### src/rtl/cipher_block_fifo.sv
// rtl/cipher_block_fifo.sv - DEPTH-entry elastic buffer for ASCON cipher/tag words.
// Optional zero-latency empty fall-through enabled by macro CIPHER_FIFO_BYPASS_EN.
module cipher_block_fifo #(
    parameter int WIDTH = 64,
    parameter int DEPTH = 4,
    localparam int CW = $clog2(DEPTH + 1)
) (
    input  logic             clock_i,
    input  logic             resetb_i,
    input  logic             flush_i,
    input  logic [WIDTH-1:0] data_i,
    input  logic             valid_i,
    output logic             ready_o,
    output logic [WIDTH-1:0] data_o,
    output logic             valid_o,
    input  logic             ready_i,
    output logic [CW-1:0]    count_o
);

    localparam int PW = (DEPTH > 1) ? $clog2(DEPTH) : 1;
    localparam logic [PW-1:0] LAST_PTR = PW'(DEPTH - 1);
    localparam logic [CW-1:0] FULL_CNT = CW'(DEPTH);

    logic [WIDTH-1:0] r_mem [DEPTH];
    logic [PW-1:0]    r_wr_ptr;
    logic [PW-1:0]    r_rd_ptr;
    logic [CW-1:0]    r_count;

    logic w_empty;
    logic w_push;
    logic w_pop;

    assign w_empty = (r_count == '0);
    assign ready_o = (r_count < FULL_CNT);

`ifdef CIPHER_FIFO_BYPASS_EN
    logic w_bypass;
    logic w_bypass_take;

    // An empty buffer forwards the producer word straight through; it is only
    // stored if the consumer is not taking it this cycle.
    assign w_bypass      = w_empty & valid_i & ~flush_i;
    assign w_bypass_take = w_bypass & ready_i;
    assign w_push        = valid_i & ready_o & ~w_bypass_take;
    assign w_pop         = ~w_empty & ready_i;
    assign valid_o       = ~w_empty | w_bypass;
    assign data_o        = w_bypass ? data_i : r_mem[r_rd_ptr];
`else
    assign w_push  = valid_i & ready_o;
    assign w_pop   = ~w_empty & ready_i;
    assign valid_o = ~w_empty;
    assign data_o  = r_mem[r_rd_ptr];
`endif

    assign count_o = r_count;

    always_ff @(posedge clock_i or negedge resetb_i) begin
        if (!resetb_i) begin
            r_wr_ptr <= '0;
            r_rd_ptr <= '0;
            r_count  <= '0;
            for (int i = 0; i < DEPTH; i++) begin
                r_mem[i] <= '0;
            end
        end else if (flush_i) begin
            // Memory is intentionally left intact; only the bookkeeping is cleared.
            r_wr_ptr <= '0;
            r_rd_ptr <= '0;
            r_count  <= '0;
        end else begin
            if (w_push) begin
                r_mem[r_wr_ptr] <= data_i;
                r_wr_ptr        <= (r_wr_ptr == LAST_PTR) ? '0 : r_wr_ptr + PW'(1);
            end
            if (w_pop) begin
                r_rd_ptr <= (r_rd_ptr == LAST_PTR) ? '0 : r_rd_ptr + PW'(1);
            end
            case ({w_push, w_pop})
                2'b10:   r_count <= r_count + CW'(1);
                2'b01:   r_count <= r_count - CW'(1);
                default: r_count <= r_count;
            endcase
        end
    end

endmodule

### config.mk
export PLATFORM = sky130hd
export DESIGN_NAME = cipher_block_fifo
export DESIGN_NICKNAME = d
export VERILOG_FILES = /design/src/rtl/cipher_block_fifo.sv
export SDC_FILE = /design/constraint.sdc
export NUM_CORES = 1
export LEC_CHECK = 0
export BUFFER_PORTS_ARGS = -buffer_cell sky130_fd_sc_hd__buf_4
export CORE_MARGIN = 2
export CORE_UTILIZATION = 35
export CTS_CLUSTER_DIAMETER = 30
export DETAILED_ROUTE_END_ITERATION = 10
export GPL_ROUTABILITY_DRIVEN = 0
export PLACE_DENSITY_LB_ADDON = 0.2
export SYNTH_ARGS = -nofsm -noshare
export SYNTH_HDL_FRONTEND = slang
export SYNTH_SLANG_ARGS = --single-unit
### constraint.sdc
create_clock -name clock_i -period 4.15 [get_ports clock_i]
set_input_delay 0.2075 -clock clock_i [delete_from_list [all_inputs] [get_ports clock_i]]
set_output_delay 0.2075 -clock clock_i [all_outputs]
set_load 0.005 [all_outputs]
# Word-level counts from Yosys, hierarchy flattened
# Index checks and enable logic that the tools add are counted.
[op_classes]
addsub = 4
n_mul = 0
n_div = 0
order_cmp = 4
eq_ne = 4
shift = 0
n_mux = 14
n_bitwise = 6
n_reduce_logical = 6
[op_table]
columns = ["op", "n"]
rows = [
  ["256-bit bitwise mux", 1],
  ["64-bit 2-to-1 mux", 3],
  ["64-bit binary-select mux with 2-bit select", 1],
  ["64-bit demux with 2-bit select", 1],
  ["2-bit 2-to-1 mux", 6],
  ["2-bit == test, second input constant", 3],
  ["3-bit >= comparator, second input constant", 2],
  ["2-bit inverter with 3-bit output", 2],
  ["3-bit one-hot mux with 2 select lines", 1],
  ["2-bit by 1-bit adder with 2-bit output, second input constant", 2],
  ["2-bit nonzero test", 2],
  ["3-bit by 1-bit adder with 3-bit output, second input constant", 1],
  ["3-bit zero test", 1],
  ["3-bit by 1-bit less-than comparator with 1-bit output, second input constant", 1],
  ["3-bit less-than comparator, second input constant", 1],
  ["3-bit 2-to-1 mux", 1],
  ["3-bit nonzero test", 1],
  ["3-bit by 1-bit subtractor with 3-bit output, second input constant", 1],
  ["1-bit bitwise AND", 2],
  ["2-bit by 1-bit == test with 1-bit output, second input constant", 1],
  ["1-bit inverter", 2],
  ["2-bit AND reduction", 1],
  ["1-bit logical AND", 1],
]
[totals]
reg_bits = 263
latch_bits = 0
ramBits = 0
rom_bits = 0
input_bits = 69
output_inout_bits = 69
memories = 0

# Longest topological paths before layout
# Gate-level depths: netlist of the first run.
[depth]
word_depth = 6
ltp_mapped = 8

# Worst setup path before layout of the first run
# No wires, ideal clock.
[synth_path]
path_kind = "reg2reg"
start = "reg r_count[0], in the netlist count_o[0]"
end = "reg r_count[2], in the netlist count_o[2]"
setup_ps = 77
arrival_ps = 1979
t_required_ps = 4073
slack_ps = 2093
path_stages_with_launch = 9
n_path_buf = 1
path_cell_list = "dfrtp_1 -> clkbuf_1 -> o31ai_1 -> nor2_1 -> fa_1 -> nand2b_1 -> nor4_1 -> a21oi_1 -> a21oi_1"
[synth_via]
elab_chain_len = 6
[synth_lines]
columns = ["element", "line", "rtl"]
rows = [
  ["start, declared", "27", "logic [CW-1:0] r_count;"],
  ["start signal, assigned", "79", "2'b10: r_count <= r_count + CW'(1);"],
  ["start signal, assigned", "80", "2'b01: r_count <= r_count - CW'(1);"],
  ["start signal, assigned", "81", "default: r_count <= r_count;"],
  ["branches (longest 6 deep; another with 3-bit less-than comparator)", "n/a", ""],
]
# Parallel ways; which one is timed is not known.
# A chain may end at the register's enable or synchronous reset.

# Worst setup path after layout of the first run
[layout_path]
start = "reg r_rd_ptr[0]"
end = "out data_o[7]"
[layout_via]
elab_chain_len = 4
[layout_lines]
columns = ["element", "line", "rtl"]
rows = [
  ["start, declared", "26", "logic [PW-1:0] r_rd_ptr;"],
  ["start signal, assigned", "76", "r_rd_ptr <= (r_rd_ptr == LAST_PTR) ? '0 : r_rd_ptr + PW'(1);"],
  ["2-bit inverter with 3-bit output (implied by the code)", "52", "assign data_o = r_mem[r_rd_ptr];"],
  ["64-bit binary-select mux with 2-bit select", "52", ""],
  ["64-bit 2-to-1 mux (implied by the code) (2 in series)", "52", ""],
  ["end, declared", "14", "output logic [WIDTH-1:0] data_o,"],
]
# Every way passes these cells. The select of a mux whose other input is x is not followed.

==> results by group, run 1 <==
Drt
  • Vias per inst: 4.76
  • DR pass1 iterations: 4
  • Residual DRC: 0
  • 1st-iter DRT viols: 260
  • Vias post-DR: 6870
  • Final wirelength: 28900 microns
  • Antenna viol nets, final: 0
  • Post-DR wirelength/cell: 20.0 microns

Timing
  • Final worst path period need: 2.81 ns
  • Final Hold Vio Count: 0
  • Worst setup margin: 1.34 ns
  • Achievable frequency: 356 MHz
  • Post-Route Setup TNS: 0 ns
  • RSZ-0062 raised after global routing: false
  • # setup viols final: 0
  • Final Slew Violations: 0
  • Tcrit/Tclk final: 67.7%
  • Worst-Margin Slew: 0.975 ns
  • Worst Skew: 0.0126 ns
  • Max transition margin: 35.0%

Synth
  • Synthesized area: 12800 sq um
  • Syn Area/Cell: 18.8 sq um
  • Mapped Nets: 754
  • Post-synthesis register bit count: 263
  • Number of flops mapped to enable cells by yosys: 0
  • Post-synth top flop: dfrtp_1
  • Synth Warn #: 0
  • Yosys cell types: 31
  • Cells after synthesis: 679
  • Sequential cell area fraction in the yosys report: 51.6%
  • Async S/R FF share, synth: 100%

Cells and area
  • Area delta synth->final: 35.3%
  • Layout cell share with drive strength beyond 1: 61.1%
  • NumNets Final: 1001
  • ANT cells: 0
  • Finished Layout Cells: 1444
  • Layout Utilization: 48.3%
  • Layout fillers: 3041

Place
  • Worst slack, placed: 1.70 ns
  • Port bufs: 137
  • Post-DP HPWL: 15800 microns
  • Inst Count DP: 1244

Global route
  • Initial antenna violation count: 0
  • Pin count of the biggest net entering global routing: 123
  • All-Layer GR Usage: 15.8%
  • First-pass GRT wire length: 46500 microns
  • Vias in the first global route: 7830
  • Total grt overflow: 0

Worst setup path
  • Worst EP arrival: 2.60 ns
  • Crit path required time: 3.94 ns
  • CP Class: register to output pin
  • CP endpoint kind: output pin
  • CP max FO: 35
  • Worst Setup Start Kind: register

Clock tree
  • TritonCTS buffer count: 74
  • Clock root buffer master: clkbuf_16
  • Clock Path Buffers: 3
  • CTS tree: yes
  • Clock sink total: 263
  • Clk_lat worst skew: 0.56 ns
  • Clock-pin slew on the worst setup and hold paths: 0.04 ns
  • # H-tree levels: 3
  • Postcts setup bufs: 0

Outcome
  • Status: completed

Hold path
  • Hold/Removal Path Class: input port to register

Floorplan
  • Die Wd: 195 microns
  • Die Height: 195 microns
  • Core area: 35700 sq um
  • Boundary pin count: 138
  • Starting density of the core: 35.7%
  • Die Area: 38000 sq um
  • Core Rows: 69

Flow run
  • Maxcap violations: 0

Power
  • Power Dens Cells: 763 nW/um^2
  • Overall power: 13.2 mW
  • Static leakage power: 7.76 nW
  • Peak supply drop: 0.381 mV
[logic make-up after synthesis]
family	count (synthesis)	share of synthesized area, %
AO/OA/AOI/OAI	13	0.598
XOR/XNOR	3	0.206
adder cells (fa/ha/maj)	6	0.648
buffers and inverters	49	4.93
flip-flops	263	51.6
multiplexers	321	41.1
AND/OR/NAND/NOR	24	0.962
[flip-flops by register name (all words and copies together) (netlist names)]
signal	flops
r_wr_ptr	2
count_o	3
r_mem	256
r_rd_ptr	2
[layout make-up]
type | instances | area (sq um) | area share (%)
Sequential cell | 263 | 6590 | 38.2
Inverter | 3 | 11.3 | 0.0653
Clock buffer | 94 | 2070 | 12.0
Clock inverter | 39 | 588 | 3.41
Timing Repair Buffer | 217 | 1870 | 10.8
Multi-Input combinational cell | 367 | 5550 | 32.2
Tap cell | 461 | 577 | 3.34
[cell usage in the layout, fill, tap and decap left out, types with 3 or more instances in the layout]
master	count
nand2_1	3
nor2_1	9
clkbuf_1	9
buf_12	5
mux2_4	240
dlygate4sd3_1	67
o21ai_0	4
clkbuf_8	8
clkbuf_16	77
buf_4	144
and2_4	4
xnor2_1	3
mux4_2	64
mux2_2	16
dfrtp_1	261
clkinvlp_4	11
inv_1	3
ha_1	5
clkinv_2	10
a21oi_1	5
bufinv_16	14
[through the flow]
step,cell area [sq um],hold WS [ns]
after floorplan,12800,-0.0881
after global placement,13900,0.384
final,17300,0.0558
after global routing,17300,0.0532
after detailed placement,13900,0.378
after CTS,17300,0.0198
[power breakdown]
group	switching, mW	internal [mW]
Sequential	0.602	3.56
Combinational	0.815	2.16
Clock	1.67	4.36
[repair_timing]
action                                 4_1_cts  5_1_grt
endpoints found under the hold margin      381        0
resized for setup                            0        0
hold buffers                                67        0
[critical path, cell delays in order (launching register included)]
cell and delay, ns:
dfrtp_4 0.88, buf_12 0.38, mux4_2 0.60, buf_4 0.16
[layer usage]
layer | track usage, % | routed length (microns) | part of all wire, % | vias up
met5 | 0 | 0 | 0 | -
met4 | 6.28 | 714 | 2.5 | 0
met3 | 4.30 | 1280 | 4.4 | 58
met2 | 23.8 | 13300 | 46 | 134
met1 | 21.6 | 13600 | 47 | 3637
li1 | - | - | - | 3041
[cell usage after synthesis, drive strengths merged, types with 2 or more instances]
| library cell | count | area (sq um) |
|---|---|---|
| ha | 5 | 62.6 |
| inv | 3 | 11.3 |
| and2 | 4 | 25.0 |
| dfrtp | 263 | 6580 |
| mux2 | 256 | 3780 |
| nand2 | 3 | 11.3 |
| o21ai | 4 | 20.0 |
| clkbuf | 6 | 32.5 |
| xnor2 | 3 | 26.3 |
| mux4 | 64 | 1440 |
| o31ai | 2 | 15.0 |
| buf | 40 | 584 |
| nor2 | 9 | 33.8 |
| a21oi | 5 | 25.0 |
| nand3 | 2 | 10.0 |
[path summary, 6_finish.rpt]
check,endpoint,depth (start not counted),start,slack [ns]
max reg2reg,count_o[2],8,count_o[2],1.38
max,data_o[7],3,r_rd_ptr[0],1.34
max in group asynchronous,r_mem[64],3,resetb_i,2.74
min in group asynchronous,r_mem[76],2,resetb_i,0.34
min,count_o[0],3,ready_i,0.06
min reg2reg,r_mem[127],1,r_mem[127],0.50
(Power assumes the default switching activity.)
==> run 2: changes to the inputs <==
==> constraint.sdc (replaced) <==
create_clock -name clock_i -period 2.5 [get_ports clock_i]
set_input_delay 0.125 -clock clock_i [delete_from_list [all_inputs] [get_ports clock_i]]
set_output_delay 0.125 -clock clock_i [all_outputs]
set_load 0.005 [all_outputs]
==> run 2 against run 1 <==
  * Flip-flop and latch count is the same
  * Die area unchanged
  * Wire length down 3.0%
  * Clock skew up 0.0072 ns
  * Non-clock buffer count up 13
  * Sequential power increased by 64%
  * Core utilization up 0.43 points
  * Via count up 1.0%
  * Largest power group unchanged
  * Highest routed layer unchanged
==> results by group, run 2 (synthesis gave the netlist of run 1 again) <==
Clock tree
  • TritonCTS buffer count: 74
  • Clock sink total: 263
  • Clock root buffer master: clkbuf_16
  • # H-tree levels: 3
  • Clock-pin slew on the worst setup and hold paths: 0.04 ns
  • CTS tree: yes
  • Clock Path Buffers: 3
  • Postcts setup bufs: 0
  • Cts repair resizes: 0
  • Hold-fix buffers, CTS: 69
  • Clk_lat worst skew: 0.57 ns

Cells and area
  • Largest Register: r_mem
  • Most frequent cells in the layout: dfrtp_1 (261), mux2_4 (240), buf_4 (146), clkbuf_16 (75), dlygate4sd3_1 (69)
  • Area delta synth->final: 36.5%
  • Max reg flops: 256
  • Layout cell share with drive strength beyond 1: 61.8%
  • NumNets Final: 1014
  • ANT cells: 0
  • Layout Utilization: 48.7%
  • Cell area after layout: 17400 sq um
  • Finished Layout Cells: 1461
  • Most common cell after layout, fill and taps aside: dfrtp_1

Flow run
  • Maxcap violations: 0

Drt
  • Final wirelength: 28000 microns
  • 1st-iter DRT viols: 207
  • Vias per inst: 4.75
  • Antenna viol nets, final: 0
  • Post-DR wirelength/cell: 19.2 microns
  • Residual DRC: 0
  • Vias post-DR: 6941
  • DR pass1 iterations: 4

Floorplan
  • Die Wd: 195 microns
  • Core area: 35700 sq um
  • Die Height: 195 microns
  • Core Rows: 69
  • Boundary pin count: 138
  • Starting density of the core: 35.7%
  • Die Area: 38000 sq um

Global route
  • First-pass GRT wire length: 45800 microns
  • GR Layer Usage met1: 20.3%
  • GRT busiest layer: met2
  • GR Util met3: 4.96%
  • Initial antenna violation count: 0
  • Vias in the first global route: 7964
  • Met2 Usage GRT: 23.7%
  • All-Layer GR Usage: 15.4%
  • Pin count of the biggest net entering global routing: 72
  • Total grt overflow: 0

Timing
  • Achievable frequency: 444 MHz
  • Max transition margin: 64.0%
  • Final worst path period need: 2.25 ns
  • Worst-Margin Slew: 0.540 ns
  • RSZ-0062 raised after global routing: false
  • # setup viols final: 0
  • Post-Route Setup TNS: 0 ns
  • Tcrit/Tclk final: 90.0%
  • Final Hold Vio Count: 0
  • Final Slew Violations: 0
  • Worst Skew: 0.0198 ns

Place
  • Inst Count DP: 1255
  • Port bufs: 137
  • Post-DP HPWL: 16200 microns
  • Placed instance area: 14100 sq um

Power
  • Overall power: 21.5 mW
  • Static leakage power: 7.82 nW
  • Power Dens Cells: 1230 nW/um^2
  • Peak supply drop: 0.679 mV

Worst setup path
  • CP max FO: 31
  • Crit path required time: 2.38 ns
  • WP depth: 3
  • Worst Setup Start Kind: register
  • Worst EP arrival: 2.13 ns
  • Crit path cell chain: buf_12 > mux4_2 > buf_4
  • WP buf/inv: 2
  • CP max stage cell: dfrtp_4
  • Worst path max stage delay: 0.73 ns
  • CP endpoint kind: output pin
  • Worst Reg-to-Reg Cells: 7
  • CP Class: register to output pin
  • Crit path max-delay family: flip-flops
  • Worst reg-to-reg setup slack: 0.37 ns

Outcome
  • Status: completed

Hold path
  • Hold/Removal Path Class: input port to async pin
-- run 2: changes by cell type in the layout (fill, tap and decap cells not counted), sizes merged --
cell,before,now
bufinv,14,9
dlygate4sd3,67,69
inv,5,9
buf,150,161
clkinvlp,11,10
clkbuf,94,92
clkinv,12,20
-- run 2: final cells by class --
type | count | area (sq um)
Fill cell | 3123 | 18300
Sequential cell | 263 | 6590
Multi-Input combinational cell | 367 | 5550
Timing Repair Buffer | 230 | 2080
Clock buffer | 92 | 2040
Tap cell | 461 | 577
Clock inverter | 45 | 558
Inverter | 3 | 11.3
-- run 2: worst paths after layout --
kind / from / endpoint
worst max-delay path: r_rd_ptr[1] / data_o[23]
worst min-delay path: resetb_i / r_mem[76]
worst max register to register: count_o[0] / count_o[2]
worst min register to register: r_mem[35] / r_mem[35]
max in group asynchronous: resetb_i / r_mem[103]
min in group clock_i: flush_i / r_rd_ptr[0]
-- run 2: power by group --
group	internal, mW	switching (mW)
combinational	3.64	1.39
sequential	5.91	0.930
clock	6.73	2.89
-- run 2: through the flow --
| stage | hold slack (ns) | worst slack [ns] |
|---|---|---|
| 2_1_floorplan | -0.171 | 0.443 |
| 3_3_place_gp | 0.122 | 0.558 |
| 3_5_place_dp | 0.120 | 0.523 |
| 4_1_cts | 0.101 | 0.210 |
| 5_1_grt | 0.134 | 0.171 |
| 6_report | 0.112 | 0.249 |
-- run 2: layer usage --
| metal | share of wire (%) | vias up |
|---|---|---|
| met3 | 5.1 | 59 |
| met4 | 2.4 | 0 |
| met5 | 0 | - |
| met2 | 47 | 159 |
| li1 | - | 3080 |
| met1 | 46 | 3643 |
==> run 3: changes to the inputs <==
--- a/config.mk
+++ b/config.mk
@@ -5,6 +5,7 @@
 export SDC_FILE = /design/constraint.sdc
 export NUM_CORES = 1
 export LEC_CHECK = 0
+export ABC_AREA = 1
 export BUFFER_PORTS_ARGS = -buffer_cell sky130_fd_sc_hd__buf_4
 export CORE_MARGIN = 2
 export CORE_UTILIZATION = 35
==> run 3 against run 2 <==
  * Synthesized cell count is 93% higher
  * Count of clock-buffer cells in the layout is 6 higher
  * Flip-flop and latch count unchanged
  * Hold slack got worse by 0.048 ns
  * Cell count grew 39%
  * Clock skew down 0.0064 ns
  * Final area is 4.6% lower
  * Critical endpoint is now data_o[61]
  * Register-to-register slack better by 0.42 ns
  * Clock power is 6% higher
  * Sequential power grew 5.4%
==> results by group, run 3 <==
Timing
  • Final worst path period need: 2.39 ns
  • Post-Route Setup TNS: 0 ns
  • Tcrit/Tclk final: 95.8%
  • Worst-Margin Slew: 0.653 ns
  • Max transition margin: 56.4%
  • Final Slew Violations: 0
  • Achievable frequency: 418 MHz
  • Final Hold Vio Count: 0
  • # setup viols final: 0
  • Worst Skew: 0.0133 ns
  • RSZ-0062 raised after global routing: false

Worst setup path
  • CP Class: register to output pin
  • Worst r2r src: count_o[2]
  • CP max FO: 31
  • Worst reg-to-reg setup slack: 0.79 ns
  • Worst EP arrival: 2.27 ns
  • Worst Setup Start Kind: register
  • CP Capture Point: data_o[61]
  • Worst Reg-to-Reg Cells: 7
  • CP endpoint kind: output pin
  • Crit path required time: 2.38 ns
  • Crit Reg-Reg Endpoint: r_mem[91]
  • Crit path from: r_rd_ptr[0]

Synth
  • Post-synth top flop: dfrtp_1
  • Yosys cell types: 23
  • Cells after synthesis: 1313
  • Mapped Nets: 1388
  • Async S/R FF share, synth: 100%
  • Number of flops mapped to enable cells by yosys: 0
  • Sequential cell area fraction in the yosys report: 54.6%
  • Most frequent cell after synthesis: nand2_1
  • Synth Warn #: 0
  • Post-synthesis register bit count: 263
  • Top cells by area, synth: dfrtp_1 (55%), nand2_1 (8.6%), o21ai_1 (7.3%)
  • Synth area leader: dfrtp_1
  • Synthesized area: 12000 sq um
  • Top-area cell type share of the netlist area: 54.6%
  • Syn Area/Cell: 9.17 sq um
  • Synth top cells by count: nand2_1 (277), dfrtp_1 (263), o21ai_1 (176)

Place
  • Port bufs: 137
  • Post-DP HPWL: 17700 microns
  • Inst Count DP: 1823
  • Placed instance area: 13200 sq um

Cells and area
  • Most common cell after layout, fill and taps aside: nand2_1
  • Cell area after layout: 16600 sq um
  • Multi-input logic area: 4370 sq um
  • Finished Layout Cells: 2027
  • Layout cell share with drive strength beyond 1: 23.7%
  • ANT cells: 0
  • Layout fillers: 3166
  • Most frequent cells in the layout: nand2_1 (277), dfrtp_1 (261), o21ai_1 (176), buf_4 (143), nor2_1 (133)
  • NumNets Final: 1595
  • Sequential Area: 6590 sq um
  • Max reg flops: 256
  • Largest Register: r_mem
  • Layout Utilization: 49.3%
  • Area delta synth->final: 37.9%

Drt
  • Post-DR wirelength/cell: 15.7 microns
  • Antenna viol nets, final: 0
  • Vias per inst: 4.85
  • DR pass1 iterations: 4
  • 1st-iter DRT viols: 586
  • Residual DRC: 0
  • Final wirelength: 31900 microns
  • Vias post-DR: 9830

Clock tree
  • Clock root buffer master: clkbuf_16
  • Clk_lat worst skew: 0.57 ns
  • Clock sink total: 263
  • Cts repair resizes: 0
  • Clock-pin slew on the worst setup and hold paths: 0.04 ns
  • Postcts setup bufs: 0
  • # H-tree levels: 3
  • TritonCTS buffer count: 75
  • Clock Path Buffers: 3
  • CTS tree: yes
  • Hold-fix buffers, CTS: 68

Floorplan
  • Core Rows: 67
  • Starting density of the core: 35.7%
  • Boundary pin count: 138
  • Die Area: 35900 sq um
  • Core area: 33700 sq um
  • Die Wd: 190 microns
  • Die Height: 190 microns

Global route
  • Initial antenna violation count: 0
  • Pin count of the biggest net entering global routing: 88
  • Total grt overflow: 0
  • All-Layer GR Usage: 18.3%
  • First-pass GRT wire length: 52500 microns
  • Vias in the first global route: 9878

Outcome
  • Status: completed

Flow run
  • Maxcap violations: 0

Hold path
  • Hold/Removal Path Class: input port to register

Power
  • Power Dens Cells: 1510 nW/um^2
  • Peak supply drop: 0.648 mV
  • Overall power: 25.1 mW
  • Static leakage power: 7.98 nW
==> run 3: worst min-delay path by stage <==
stage                   to  slack, ns  cells after the start      from
3_5_place_dp    count_o[0]       0.18                      1  resetb_i
4_1_cts         count_o[2]       0.04                      6   valid_i
5_1_grt        r_wr_ptr[1]       0.08                      4   valid_i
2_1_floorplan   count_o[0]      -0.17                      0  resetb_i
3_3_place_gp    count_o[0]       0.17                      1  resetb_i
6_report        count_o[2]       0.06                      6   valid_i
==> run 3: through the flow <==
step / setup WS (ns) / hold slack, ns
after detailed placement: 0.674 / 0.181
after global routing: 0.00780 / 0.0794
after CTS: 0.0703 / 0.0368
after floorplan: 0.965 / -0.171
final: 0.106 / 0.0639
after global placement: 0.706 / 0.172
==> run 3: area by class of cell <==
cell class | instances | share of cell area (%)
Timing Repair Buffer | 228 | 12.6
Clock buffer | 98 | 12.7
Tap cell | 448 | 3.37
Multi-Input combinational cell | 879 | 26.3
Inverter | 73 | 1.66
Sequential cell | 263 | 39.6
Clock inverter | 38 | 3.73
==> run 3: kinds of logic after synthesis <==
family	count (synthesis)	share of synthesized area [%]
flip-flops	263	54.6
AND/OR/NAND/NOR	422	13.7
buffers and inverters	171	9.07
AO/OA/AOI/OAI	451	21.9
adder cells (fa/ha/maj)	6	0.686
==> run 3: per-layer routing <==
layer	track usage [%]	vias up	share of wire, %
li1	-	4831	-
met4	6.92	0	2.3
met5	0	-	0
met3	4.75	65	5.4
met1	24.2	4687	47
met2	29.1	247	46
==> run 3: critical path, cell delays in order, from the launching register on <==
cell and delay [ns]:
dfrtp_4 0.50, inv_4 0.30, buf_4 0.35, o21ai_0 0.13, o22ai_1 0.25, buf_4 0.17
==> run 3: where the power goes <==
group / switching (mW) / leakage [nW] / internal, mW / total (mW)
clock: 2.77 / 1.31 / 7.43 / 10.2
sequential: 1.01 / 3.40 / 6.20 / 7.21
combinational: 4.14 / 3.27 / 3.50 / 7.64
total: 7.92 / 7.98 / 17.1 / 25.1
